**src/rtl/ref_wb_drain_barrier_if.sv**
```systemverilog
// Handshake bundle between the PE array / ring interconnect and the
// reference-particle completion barrier.
interface ref_wb_drain_barrier_if #(
  parameter int NUM_PE        = 64,
  parameter int CNT_WIDTH     = 16,
  parameter int REF_CNT_WIDTH = 16
);
  logic [NUM_PE-1:0]        pe_mask;
  logic [NUM_PE-1:0]        ref_wb_issued;
  logic [NUM_PE-1:0]        pkt_inject;
  logic [NUM_PE-1:0]        pkt_eject;
  logic                     skip_drain;
  logic                     iter_clear;
  logic                     clear_err;
  logic [NUM_PE-1:0]        captured;
  logic                     draining;
  logic                     interconnect_empty;
  logic                     ref_done;
  logic [REF_CNT_WIDTH-1:0] ref_count;
  logic [CNT_WIDTH-1:0]     in_flight;
  logic                     timeout_err;
  logic                     count_err;

  modport master (
    output pe_mask, ref_wb_issued, pkt_inject, pkt_eject,
    output skip_drain, iter_clear, clear_err,
    input  captured, draining, interconnect_empty, ref_done,
    input  ref_count, in_flight, timeout_err, count_err
  );

  modport slave (
    input  pe_mask, ref_wb_issued, pkt_inject, pkt_eject,
    input  skip_drain, iter_clear, clear_err,
    output captured, draining, interconnect_empty, ref_done,
    output ref_count, in_flight, timeout_err, count_err
  );
endinterface

```
**src/rtl/ref_wb_drain_barrier.sv**
```systemverilog
// Per-reference completion barrier: gathers PE writeback pulses, then waits
// for the force interconnect to drain before pulsing ref_done.
module ref_wb_drain_barrier #(
  parameter int NUM_PE        = 64,
  parameter int DRAIN_MODE    = 0,
  parameter int DRAIN_CYCLES  = 64,
  parameter int CNT_WIDTH     = 16,
  parameter int REF_CNT_WIDTH = 16,
  parameter int TIMEOUT       = 4096
) (
  input logic clk,
  input logic rst,
  ref_wb_drain_barrier_if.slave bus
);

  localparam int DW = $clog2(DRAIN_CYCLES + 1);
  localparam int TW = $clog2(TIMEOUT + 1);
  localparam int PW = $clog2(NUM_PE + 1);
  localparam int SW = ((CNT_WIDTH > PW) ? CNT_WIDTH : PW) + 2;
  localparam logic [CNT_WIDTH-1:0] CNT_MAX = '1;

  typedef enum logic {COLLECT, DRAIN} state_t;

  state_t                   state;
  state_t                   state_nxt;
  logic [NUM_PE-1:0]        captured;
  logic [DW-1:0]            drain_cnt;
  logic [TW-1:0]            timeout_cnt;
  logic [CNT_WIDTH-1:0]     in_flight;
  logic [CNT_WIDTH-1:0]     flight_nxt;
  logic [REF_CNT_WIDTH-1:0] ref_count;
  logic                     ref_done;
  logic                     timeout_err;
  logic                     count_err;

  logic          barrier;
  logic          drain_met;
  logic          enter;
  logic          done;
  logic          abort;
  logic          to_set;
  logic [PW-1:0] inj_n;
  logic [PW-1:0] ej_n;
  logic [SW-1:0] sum;
  logic [SW-1:0] diff;
  logic          under;
  logic          over;

  function automatic logic [PW-1:0] popcnt(input logic [NUM_PE-1:0] v);
    logic [PW-1:0] c;
    c = '0;
    for (int i = 0; i < NUM_PE; i++) c = c + PW'(v[i]);
    return c;
  endfunction

  // Masked-off PEs count as already reported.
  assign barrier = &(captured | ~bus.pe_mask);

  assign drain_met = (DRAIN_MODE == 0)
                   ? (drain_cnt == DW'(DRAIN_CYCLES))
                   : (in_flight == '0);

  assign to_set = (state == DRAIN)
               && (timeout_cnt == TW'(TIMEOUT - 1));

  always_comb begin
    state_nxt = state;
    enter     = 1'b0;
    done      = 1'b0;
    abort     = 1'b0;
    unique case (state)
      COLLECT: begin
        if (barrier) begin
          state_nxt = DRAIN;
          enter     = 1'b1;
        end
      end
      DRAIN: begin
        if (bus.skip_drain) begin
          state_nxt = COLLECT;
          abort     = 1'b1;
        end else if (drain_met) begin
          state_nxt = COLLECT;
          done      = 1'b1;
        end
      end
    endcase
  end

  // Saturating in-flight update; both clamp directions flag count_err.
  always_comb begin
    inj_n      = popcnt(bus.pkt_inject);
    ej_n       = popcnt(bus.pkt_eject);
    sum        = SW'(in_flight) + SW'(inj_n);
    under      = sum < SW'(ej_n);
    diff       = sum - SW'(ej_n);
    over       = !under && (diff > SW'(CNT_MAX));
    flight_nxt = diff[CNT_WIDTH-1:0];
    if (under) flight_nxt = '0;
    else if (over) flight_nxt = CNT_MAX;
  end

  always_ff @(posedge clk) begin
    if (rst) begin
      state       <= COLLECT;
      captured    <= '0;
      drain_cnt   <= '0;
      timeout_cnt <= '0;
      in_flight   <= '0;
      ref_count   <= '0;
      ref_done    <= 1'b0;
      timeout_err <= 1'b0;
      count_err   <= 1'b0;
    end else begin
      state     <= state_nxt;
      in_flight <= flight_nxt;
      ref_done  <= done;

      if (done || abort)
        captured <= '0;
      else if (state == COLLECT)
        captured <= captured | (bus.ref_wb_issued & bus.pe_mask);

      if (enter)
        drain_cnt <= '0;
      else if (state == DRAIN && drain_cnt != DW'(DRAIN_CYCLES))
        drain_cnt <= drain_cnt + DW'(1);

      if (enter)
        timeout_cnt <= '0;
      else if (state == DRAIN && timeout_cnt != TW'(TIMEOUT))
        timeout_cnt <= timeout_cnt + TW'(1);

      if (bus.iter_clear)
        ref_count <= '0;
      else if (done)
        ref_count <= ref_count + REF_CNT_WIDTH'(1);

      timeout_err <= to_set | (timeout_err & ~bus.clear_err);
      count_err   <= under | over | (count_err & ~bus.clear_err);
    end
  end

  assign bus.captured           = captured;
  assign bus.draining           = (state == DRAIN);
  assign bus.interconnect_empty = drain_met
                                & ((DRAIN_MODE != 0) | (state == DRAIN));
  assign bus.ref_done           = ref_done;
  assign bus.ref_count          = ref_count;
  assign bus.in_flight          = in_flight;
  assign bus.timeout_err        = timeout_err;
  assign bus.count_err          = count_err;

endmodule

```
**src/flat_wrapper.sv**
```systemverilog
// flat-port wrapper written by rule: the top's interface ports become plain ports
module ref_wb_drain_barrier_flat 
#(
  parameter int NUM_PE        = 64,
  parameter int DRAIN_MODE    = 0,
  parameter int DRAIN_CYCLES  = 64,
  parameter int CNT_WIDTH     = 16,
  parameter int REF_CNT_WIDTH = 16,
  parameter int TIMEOUT       = 4096
)
  (clk, rst, bus_pe_mask, bus_ref_wb_issued, bus_pkt_inject, bus_pkt_eject, bus_skip_drain, bus_iter_clear, bus_clear_err, bus_captured, bus_draining, bus_interconnect_empty, bus_ref_done, bus_ref_count, bus_in_flight, bus_timeout_err, bus_count_err);
  ref_wb_drain_barrier_if #(.NUM_PE(NUM_PE), .CNT_WIDTH(CNT_WIDTH), .REF_CNT_WIDTH(REF_CNT_WIDTH)) bus_i ();
  input logic clk;
  input logic rst;
  input wire logic [$bits(bus_i.pe_mask)-1:0] bus_pe_mask;
  input wire logic [$bits(bus_i.ref_wb_issued)-1:0] bus_ref_wb_issued;
  input wire logic [$bits(bus_i.pkt_inject)-1:0] bus_pkt_inject;
  input wire logic [$bits(bus_i.pkt_eject)-1:0] bus_pkt_eject;
  input wire logic [$bits(bus_i.skip_drain)-1:0] bus_skip_drain;
  input wire logic [$bits(bus_i.iter_clear)-1:0] bus_iter_clear;
  input wire logic [$bits(bus_i.clear_err)-1:0] bus_clear_err;
  output wire logic [$bits(bus_i.captured)-1:0] bus_captured;
  output wire logic [$bits(bus_i.draining)-1:0] bus_draining;
  output wire logic [$bits(bus_i.interconnect_empty)-1:0] bus_interconnect_empty;
  output wire logic [$bits(bus_i.ref_done)-1:0] bus_ref_done;
  output wire logic [$bits(bus_i.ref_count)-1:0] bus_ref_count;
  output wire logic [$bits(bus_i.in_flight)-1:0] bus_in_flight;
  output wire logic [$bits(bus_i.timeout_err)-1:0] bus_timeout_err;
  output wire logic [$bits(bus_i.count_err)-1:0] bus_count_err;
  assign bus_i.pe_mask = bus_pe_mask;
  assign bus_i.ref_wb_issued = bus_ref_wb_issued;
  assign bus_i.pkt_inject = bus_pkt_inject;
  assign bus_i.pkt_eject = bus_pkt_eject;
  assign bus_i.skip_drain = bus_skip_drain;
  assign bus_i.iter_clear = bus_iter_clear;
  assign bus_i.clear_err = bus_clear_err;
  assign bus_captured = bus_i.captured;
  assign bus_draining = bus_i.draining;
  assign bus_interconnect_empty = bus_i.interconnect_empty;
  assign bus_ref_done = bus_i.ref_done;
  assign bus_ref_count = bus_i.ref_count;
  assign bus_in_flight = bus_i.in_flight;
  assign bus_timeout_err = bus_i.timeout_err;
  assign bus_count_err = bus_i.count_err;
  ref_wb_drain_barrier #(.NUM_PE(NUM_PE), .DRAIN_MODE(DRAIN_MODE), .DRAIN_CYCLES(DRAIN_CYCLES), .CNT_WIDTH(CNT_WIDTH), .REF_CNT_WIDTH(REF_CNT_WIDTH), .TIMEOUT(TIMEOUT)) u_core (.clk(clk), .rst(rst), .bus(bus_i));
endmodule
```
**config.mk**
```make
export PLATFORM = sky130hd
export DESIGN_NAME = ref_wb_drain_barrier_flat
export DESIGN_NICKNAME = d
export VERILOG_FILES = /design/src/rtl/ref_wb_drain_barrier_if.sv /design/src/rtl/ref_wb_drain_barrier.sv /design/src/flat_wrapper.sv
export SDC_FILE = /design/constraint.sdc
export NUM_CORES = 1
export LEC_CHECK = 0
export BUFFER_PORTS_ARGS = -buffer_cell sky130_fd_sc_hd__buf_2
export CORE_AREA = 4 4 140 142
export CTS_CLUSTER_DIAMETER = 200
export DETAILED_ROUTE_END_ITERATION = 10
export DIE_AREA = 0 0 144 146
export PLACE_DENSITY = 0.82
export SLEW_MARGIN = 20
export SYNTH_ARGS = -nofsm -noshare
export SYNTH_HDL_FRONTEND = slang
export SYNTH_SLANG_ARGS = --single-unit
```
**constraint.sdc**
```tcl
create_clock -name clk -period 18.1 [get_ports clk]
set_clock_uncertainty 0.05 [all_clocks]
set_input_delay 0.905 -clock clk [delete_from_list [all_inputs] [get_ports clk]]
set_output_delay 0.905 -clock clk [all_outputs]
set_load 0.01 [all_outputs]
```
==> impl_results.md <==
* Status: completed
* IO Count at between 300 and 400
* Primary FF master, synth: dfxtp_1
* Total wire length at around 28000 um
* Async set-or-reset flop fraction in the synthesized netlist at 0%
* Die H at roughly 150 um
* Critical path's largest stage delay at around 0.55 ns
* R2r endpoint: u_core.bus.in_flight[6]
* Initial antenna violation count at 9
* PortBufs at roughly 360
* HPWL Detailed at 23600 um
* Synthesized instance count at roughly 1.0k
* Post-route non-filler standard cell count at about 1.7k
* Cell variety after synth at 59
* MaxCap Viol Count at 0
* Hold Path Class: reg2reg
* Worst-Margin Slew at about 1.0 ns
* Via density per instance at around 5.2
* Most used cell, CP: fa_1
* Synth Area per Inst at roughly 9 um2
* DRC at 0
* Clk sinks at between 100 and 150
* EDFF count, synth at 0
* Layout cell share with drive strength beyond 1 at 28.8%
* Clk_lat worst skew at 0.42 ns
* Overall Global Routing Usage at 25.9%
* CTS HTree Levels at 4
* Util after Layout at around 64%
* CP Launch Type: primary input
* CTS tree: done
* CP max stage cell: fa_1
* Crit path required time at roughly 18 ns
* Post-synthesis sequential area ratio at about a quarter
* Final period utilization at between 50 and 60%
* Clock-pin slew on the worst setup and hold paths at ~0.050 ns
* Crit. Startpoint: bus_pkt_inject[0]
* Setup tns final at 0 ns
* GPL Wtd Cong at about 0.99
* Fmax at between 100 and 150 MHz
* Cell row count at 50
* Pin count of the biggest net entering global routing at between 60 and 70
* Cell Area, Synth at between 9000 and 10000 um2
* Vias in the first global route at between 8k and 9k
* Routed vias at between 8k and 9k
* Min Tclk post-route at 9.27 ns
* Die area at 21000 um2
* DR pass1 iterations at 5
* Wire per inst at between 15 and 20 um
* Crit path max fanout at 12
* Final hold vios at 0
* Syn_nets at about 1.5k
* DP Area at about 11000 um2
* GRT overflow at 0
* Yosys warnings at 0
* Post-CTS Resized at 0
* # nets final at 1818
* Postcts setup bufs at 0
* Worst R2R Start: u_core.bus.in_flight[0]
* FF-to-FF setup slack at 14.20 ns
* Crit path to: u_core.bus.in_flight[6]
* Placed insts at about 1.6k
* # setup viols final at 0
* # fillers at 1586
* Pins Over Slew Limit at 0
* Core Region at about 18000 um2
* DRT antenna net count at 0
* Die W at approximately 140 um
* CTS Root Cell: clkbuf_16
* Slew Limit Headroom at 33.4%
* Num CTS Buffers at 17
* Critical Path End Type: flip-flop
* Fin area at 11700 um2
* CP arrival at ~9.6 ns
* R2r worst-path depth at 13
* First-pass GRT wire length at 42600 um
* RSZ-0062 raised after global routing: false
* Critical setup path kind: in2reg
* Max clock buf depth at 2
* Hold_buf cts at 0
* Yosys reg bits at 120
* Initial core utilization at between 40% and 50%
* Area Growth Syn to Fin at 28.3%
* 1st-iter DRT viols at 520
==> layout by cell type, fill, tap and decap left out, types with 2 or more instances in the layout <==
cell type,instances
nor4_1,5
inv_1,252
nor3_1,7
a221oi_1,8
nand4_1,12
clkinvlp_4,6
clkbuf_16,17
or3_1,4
fa_1,110
clkinv_2,3
a31oi_1,67
o21ai_0,17
o211a_1,2
a21oi_1,35
a211oi_1,3
buf_2,361
nand2_1,28
ha_1,52
nand3_1,12
xnor2_1,25
a21boi_0,2
xor2_1,30
o21bai_1,2
and3_1,11
o22ai_1,20
nor2_1,119
inv_6,4
o31a_1,2
a21o_1,12
nor2b_1,7
nand2b_1,10
diode_2,9
or4_1,4
nand3b_1,2
o211ai_1,2
o21a_1,5
mux2i_1,2
nor4b_1,2
dfxtp_1,120
==> synth_stat cells (all sizes together), types with 2 or more instances <==
master | number | area [um2]
inv | 253 | 950
dfxtp | 120 | 2400
nor2 | 120 | 458
fa | 110 | 2200
a31oi | 67 | 419
ha | 52 | 651
a21oi | 36 | 184
xor2 | 30 | 263
nand2 | 28 | 105
xnor2 | 25 | 219
o22ai | 20 | 125
o21ai | 19 | 98.8
clkbuf | 17 | 63.8
a21o | 12 | 90.1
and3 | 12 | 80.1
nand2b | 12 | 82.6
nand3 | 12 | 60.1
nand4 | 12 | 75.1
a221oi | 8 | 70.1
buf | 8 | 43.8
nor3 | 8 | 45.0
nor2b | 7 | 43.8
nor4 | 5 | 31.3
o21a | 5 | 37.5
or3 | 4 | 25.0
or4 | 4 | 30.0
a211oi | 3 | 22.5
a21boi | 2 | 15.0
mux2i | 2 | 20.0
nand3b | 2 | 15.0
nor4b | 2 | 17.5
o211a | 2 | 20.0
o211ai | 2 | 15.0
o21bai | 2 | 15.0
o31a | 2 | 17.5
==> kinds of logic after synthesis <==
| logic type | after synthesis | share of synthesized area, % |
|---|---|---|
| adder cells (fa/ha/maj) | 162 | 31.2 |
| AND/OR/NAND/NOR | 233 | 12.2 |
| buffers and inverters | 278 | 11.6 |
| flip-flops | 120 | 26.3 |
| AO/OA/AOI/OAI | 189 | 13.3 |
| multiplexers | 2 | 0.219 |
| XOR/XNOR | 55 | 5.27 |
==> sequential cells by signal (all words and copies together), names as in the netlist <==
| signal | flops |
|---|---|
| u_core.bus.count_err | 1 |
| u_core.bus.in_flight | 16 |
| u_core.bus.draining | 1 |
| u_core.bus.ref_done | 1 |
| u_core.drain_cnt | 7 |
| u_core.bus.captured | 64 |
| u_core.timeout_cnt | 13 |
| u_core.bus.ref_count | 16 |
| u_core.bus.timeout_err | 1 |
==> area by class of cell <==
cell class                      instances  area [um2]  area share, %
Multi-Input combinational cell        641        5690           48.5
Sequential cell                       120        2400           20.5
Timing Repair Buffer                  362        1810           15.5
Inverter                              253         951           8.11
Clock buffer                           18         439           3.74
Tap cell                              234         293           2.50
Clock inverter                         13         120           1.02
Antenna cell                            9        22.5          0.192
==> how the worst min path moves through the flow <==
stage,start,cells after the start,endpoint,slack (ns)
4_1_cts,u_core.bus.timeout_err,2,u_core.bus.timeout_err,0.43
3_3_place_gp,u_core.bus.timeout_err,2,u_core.bus.timeout_err,0.42
3_5_place_dp,u_core.bus.timeout_err,2,u_core.bus.timeout_err,0.42
2_1_floorplan,u_core.drain_cnt[1],2,u_core.drain_cnt[1],0.42
6_report,u_core.bus.count_err,2,u_core.bus.count_err,0.43
5_1_grt,u_core.bus.count_err,2,u_core.bus.count_err,0.46
==> worst max-delay path: cells and delay by family <==
family	cells	cell delay [ns]
adder cells (fa/ha/maj)	13	5.60
XOR/XNOR	2	0.24
AO/OA/AOI/OAI	7	1.27
buffers and inverters	3	0.24
AND/OR/NAND/NOR	4	1.26
==> layer usage <==
| layer | GRT usage (%) | part of all wire (%) |
|---|---|---|
| met4 | 9.09 | 3.3 |
| met2 | 47.9 | 53 |
| met3 | 5.03 | 7.4 |
| met5 | 0 | 0 |
| met1 | 29.0 | 36 |
==> stage by stage <==
step / worst slack, ns / hold WS [ns]
6_report: 8.83 / 0.431
5_1_grt: 8.40 / 0.458
4_1_cts: 8.86 / 0.434
3_5_place_dp: 8.43 / 0.423
3_3_place_gp: 8.68 / 0.416
2_1_floorplan: 9.16 / 0.416
Power is not shown: default switching activity piles up to over one toggle a cycle in this logic, so the estimate is an artifact.
